`src/rtl/acss2_clk_pkg.sv`:
```
// Shared constants and types for the ACSS2 unbuffered clock generator.
package acss2_clk_pkg;

  localparam int DIV_W_DEF       = 8;
  localparam int SS_DIV_RST_DEF  = 4;
  localparam int RCC_DIV_RST_DEF = 2;

  // Half-period field at the default width.
  typedef logic [DIV_W_DEF-1:0] div_t;

endpackage

```
`src/rtl/acss2_clkdiv_ch.sv`:
```
// One divided-clock channel: half-period counter, output flop, pending
// divisor register and the apply logic. New divisors only take effect at a
// falling output edge (or immediately when stopped), so the output never
// produces a runt phase.
module acss2_clkdiv_ch
  import acss2_clk_pkg::*;
#(
  parameter int DIV_W   = DIV_W_DEF,
  parameter int DIV_RST = SS_DIV_RST_DEF
) (
  input  logic             clk,
  input  logic             rst_n,
  input  logic [DIV_W-1:0] div,
  input  logic             load,
  output logic             busy,
  output logic             clk_out
);

  localparam logic [DIV_W-1:0] RST_VAL = DIV_W'(DIV_RST);
  localparam logic [DIV_W-1:0] ONE     = DIV_W'(1);

  logic [DIV_W-1:0] cur;
  logic [DIV_W-1:0] cnt;
  logic [DIV_W-1:0] pend;
  logic             pend_v;
  logic             clk_q;

  logic             stopped;
  logic             term;
  logic             apply;

  // Terminal-count and apply-point decode.
  always_comb begin
    stopped = (cur == '0);
    term    = !stopped && (cnt == (cur - ONE));
    apply   = pend_v && (stopped || (term && clk_q));
  end

  // Counter, output flop and pending-divisor handling.
  always_ff @(posedge clk or negedge rst_n) begin
    if (!rst_n) begin
      cur    <= RST_VAL;
      cnt    <= '0;
      clk_q  <= 1'b0;
      pend   <= '0;
      pend_v <= 1'b0;
    end else begin
      if (stopped) begin
        clk_q <= 1'b0;
        cnt   <= '0;
      end else if (term) begin
        clk_q <= ~clk_q;
        cnt   <= '0;
      end else begin
        cnt <= cnt + ONE;
      end

      if (apply) begin
        cur <= pend;
      end

      // A load in the apply cycle keeps pend_v set for the new value.
      if (load) begin
        pend   <= div;
        pend_v <= 1'b1;
      end else if (apply) begin
        pend_v <= 1'b0;
      end
    end
  end

  assign busy    = pend_v;
  assign clk_out = clk_q;

endmodule

```
`src/rtl/acss2_clkgen.sv`:
```
// ACSS2 clock generator: two independent divided clocks (SS and RCC) for the
// clock-buffer stage. Purely structural.
module acss2_clkgen
  import acss2_clk_pkg::*;
#(
  parameter int DIV_W       = DIV_W_DEF,
  parameter int SS_DIV_RST  = SS_DIV_RST_DEF,
  parameter int RCC_DIV_RST = RCC_DIV_RST_DEF
) (
  input  logic             SYS_CLK,
  input  logic             SYS_RST_N,
  input  logic [DIV_W-1:0] SS_DIV,
  input  logic             SS_DIV_LOAD,
  output logic             SS_DIV_BUSY,
  input  logic [DIV_W-1:0] RCC_DIV,
  input  logic             RCC_DIV_LOAD,
  output logic             RCC_DIV_BUSY,
  output logic             SS_CLK_UNBUF,
  output logic             RCC_CLK_UNBUF
);

  acss2_clkdiv_ch #(
    .DIV_W   (DIV_W),
    .DIV_RST (SS_DIV_RST)
  ) u_ss (
    .clk     (SYS_CLK),
    .rst_n   (SYS_RST_N),
    .div     (SS_DIV),
    .load    (SS_DIV_LOAD),
    .busy    (SS_DIV_BUSY),
    .clk_out (SS_CLK_UNBUF)
  );

  acss2_clkdiv_ch #(
    .DIV_W   (DIV_W),
    .DIV_RST (RCC_DIV_RST)
  ) u_rcc (
    .clk     (SYS_CLK),
    .rst_n   (SYS_RST_N),
    .div     (RCC_DIV),
    .load    (RCC_DIV_LOAD),
    .busy    (RCC_DIV_BUSY),
    .clk_out (RCC_CLK_UNBUF)
  );

endmodule

```
`config.mk`:
```
export PLATFORM = sky130hd
export DESIGN_NAME = acss2_clkgen
export DESIGN_NICKNAME = d
export VERILOG_FILES = /design/src/rtl/acss2_clk_pkg.sv /design/src/rtl/acss2_clkdiv_ch.sv /design/src/rtl/acss2_clkgen.sv
export SDC_FILE = /design/constraint.sdc
export NUM_CORES = 1
export LEC_CHECK = 0
export CORE_MARGIN = 1.5
export CORE_UTILIZATION = 57
export DETAILED_ROUTE_END_ITERATION = 16
export PLACE_DENSITY_LB_ADDON = 0.08
export RECOVER_POWER = 100
export REMOVE_ABC_BUFFERS = 1
export SETUP_SLACK_MARGIN = 0.05
export SYNTH_ARGS = -nofsm -noshare
export SYNTH_HDL_FRONTEND = slang
export SYNTH_HIERARCHICAL = 1
export SYNTH_SLANG_ARGS = --single-unit
```
`constraint.sdc`:
```
create_clock -name SYS_CLK -period 2.55 [get_ports SYS_CLK]
set_input_delay 0.51 -clock SYS_CLK [delete_from_list [all_inputs] [get_ports SYS_CLK]]
set_output_delay 0.51 -clock SYS_CLK [all_outputs]
set_load 0.005 [all_outputs]
```
==> qor.txt <==
outcome: finished clean
Post-synth ARST share: 100%
diode count: 0
Final Max Tran Viols: 0
sequential share of the synthesized area: 44.5%
Inst Count DP: 357
Post-Synthesis Cell Area: 2930 sq um
setup violators final: 0
post-layout util: 68.9%
Worst Skew: 0.00807 ns
Leak: 0.00135 uW
Peak VDD IR: 0.492 mV
initial antenna violation count: 0
final worst-path cycle share: 96.0%
Max Buffers Root-to-Sink: 2
CTS tree: built
#FFs+latches synth: 52
DR pass1 iterations: 4
DIE HEIGHT: 74.7 microns
Worst-Skew Late Latency: 0.31 ns
antenna-violating nets left: 0
Slew @ Worst Pin: 1.25 ns
drt wl/cell: 15.8 microns
R2R cell count: 5
achievable clock frequency: 409 MHz
hold crit path type: register to register
total global routing overflow: 0
area grow syn2layout: 13.9%
worst hold slack: 0.514 ns
routed wire length: 5.77 mm
Worst R2R End: u_ss/clk_out
number of global-route vias before repair: 1963
Arr. time, crit path: 2.64 ns
Worst-path clk slew: 0.10 ns
Final nets: 321
io pins: 24
Final GP Congestion: 0.830
initial drt markers: 111
Horiz. Die Dim: 74.7 microns
Multi-input gate area: 1470 sq um
Critical Path Start: u_ss/cur[4]
largest net degree at the start of global routing: 53
RSZ-0062 raised after global routing: no
Clock Sinks: 52
Num CTS Buffers: 5
Post-synth EDFFs: 0
port buffer count: 23
DP Wirelength: 4.09 mm
hold buffers post-CTS: 0
first-pass GRT wire length: 9.79 mm
final non-filler cell total: 365
PostCTS Resize Cnt: 0
CP Capture Type: register
final hold violations: 0
register area: 1300 sq um
gr usage total: 23.4%
Die ar.: 5580 sq um
worst r2r src: u_ss/cur[4]
WS Path Type: register to register
Max-Cap Viols: 0
syn avg cell area: 10.9 sq um
Ys Warns: 6
fillcell total: 376
drt via density: 5.95
pwr/cell area: 1140 nW/um^2
CTS root buffer: clkbuf_8
Top FF cell, synth: dfrtp_1
Setup crit end: u_ss/clk_out
Yosys cell types: 40
postcts setup bufs: 0
setup slack, reg-to-reg: 0.10 ns
Slew HR: 16.6%
Max Fanout on Critical Path: 5
H-tree depth: 2
layout cells sized above 1: 17.8%
Synth Instances: 270
Core ar.: 4850 sq um
Design Power: 3800 uW
Startpoint Class: register
num rows: 25
via count: 2170
Final min period: 2.45 ns
CP required: 2.74 ns
initial core utilization: 60.4%
Setup TNS: 0 ns
DRC errors left: 0
==> layout by cell type, fill, tap and decap left out, drive strengths merged, types with 4 or more instances in the layout <==
master,count
dfrtp,50
nor3,22
inv,20
nand2,20
xor2,18
mux2,18
clkdlybuf4s50,17
xnor2,12
nand4,12
o221ai,12
clkbuf,11
nand3,8
or4,6
nor2,6
and3,6
buf,6
dlygate4sd3,5
nand2b,4
nor2b,4
a21oi,4
ha,4
a31oi,4
o311ai,4
==> synth_stat cells, types with 4 or more instances <==
cell type  number  share of area [%]
a21oi_1         4               0.68
and3_1          6                1.3
clkbuf_1        8                1.0
dfrtp_1        50                 43
ha_1            4                1.7
inv_1          20                2.6
mux2_2         16                6.1
nand2_1        20                2.6
nand2b_1        4               0.85
nand3_1         8                1.4
nand4_1        12                2.6
nor2_1          6               0.77
nor2b_1         4               0.85
nor3_1         18                3.1
o221ai_1       12                3.6
o311ai_2        4                2.2
or4_1           4                1.0
xnor2_1        12                3.6
xor2_1         16                4.8
==> worst min-delay path by stage <==
| stage | from | endpoint | cells after the start |
|---|---|---|---|
| 2_1_floorplan | SYS_RST_N | u_rcc/busy | 0 |
| 3_3_place_gp | u_rcc/pend[7] | u_rcc/cur[7] | 2 |
| 3_5_place_dp | u_rcc/pend[2] | u_rcc/cur[2] | 2 |
| 4_1_cts | SYS_RST_N | u_rcc/cnt[1] | 2 |
| 5_1_grt | u_ss/cnt[0] | u_ss/cnt[0] | 1 |
| 6_report | u_rcc/pend[2] | u_rcc/cur[2] | 2 |
==> where the power goes <==
part / internal (uW) / leakage [uW] / total, uW / switching [uW]
combinational: 764 / 0.000663 / 1720 / 951
clock: 346 / 0.0000645 / 617 / 270
sequential: 1110 / 0.000623 / 1470 / 358
==> worst max-delay path, stage by stage, from the launching register on <==
cell and delay, ns:
dfrtp_1 0.44, or4_1 0.58, xor2_1 0.33, a41oi_4 0.20, nor3_2 0.44, mux2_4 0.34
==> cell type report <==
cell class                 instances  area share [%]
clock buffer                       7            2.89
clock inverter                     1           0.900
inverter                          20            2.25
multi-input combinational        186            44.0
sequential                        52            39.1
tap                               67            2.51
timing repair buffer              32            8.40
==> routing by layer <==
layer	track usage, %	share of wire (%)	vias to the layer above
li1	-	-	1041
met4	8.89	2.0	0
met2	33.3	45	43
met3	5.09	3.4	11
met1	35.0	49	1075
met5	0	0	-
==> flip-flops by register name, indices dropped and copies added, names as in the netlist <==
register / cells
u_rcc/pend: 8
u_ss/cnt: 8
u_ss/cur: 8
u_rcc/cur: 8
u_ss/pend: 8
u_ss/clk_out: 1
u_rcc/clk_out: 1
u_rcc/cnt: 8
u_ss/busy: 1
u_rcc/busy: 1
==> stage by stage <==
| stage | cell area [sq um] | setup slack (ns) |
|---|---|---|
| after global routing | 3340 | 0.0408 |
| final | 3340 | 0.102 |
| after CTS | 3380 | 0.142 |
| after detailed placement | 3260 | 0.165 |
| after global placement | 3260 | 0.235 |
| after floorplan | 2880 | 0.222 |
==> cells by family (layout without fill, tap and decap cells) <==
family          Yosys count  count (layout)  synth area share (%)
mux                      18              18                  7.17
flops                    52              52                  44.5
xor+xnor                 30              30                  9.48
buf+inv                  32              60                  4.27
compound gates           36              36                  12.6
fa+ha+maj                 4               4                  1.71
simple gates             98              98                  20.3
Note: power is estimated with default switching activity, not from simulation.
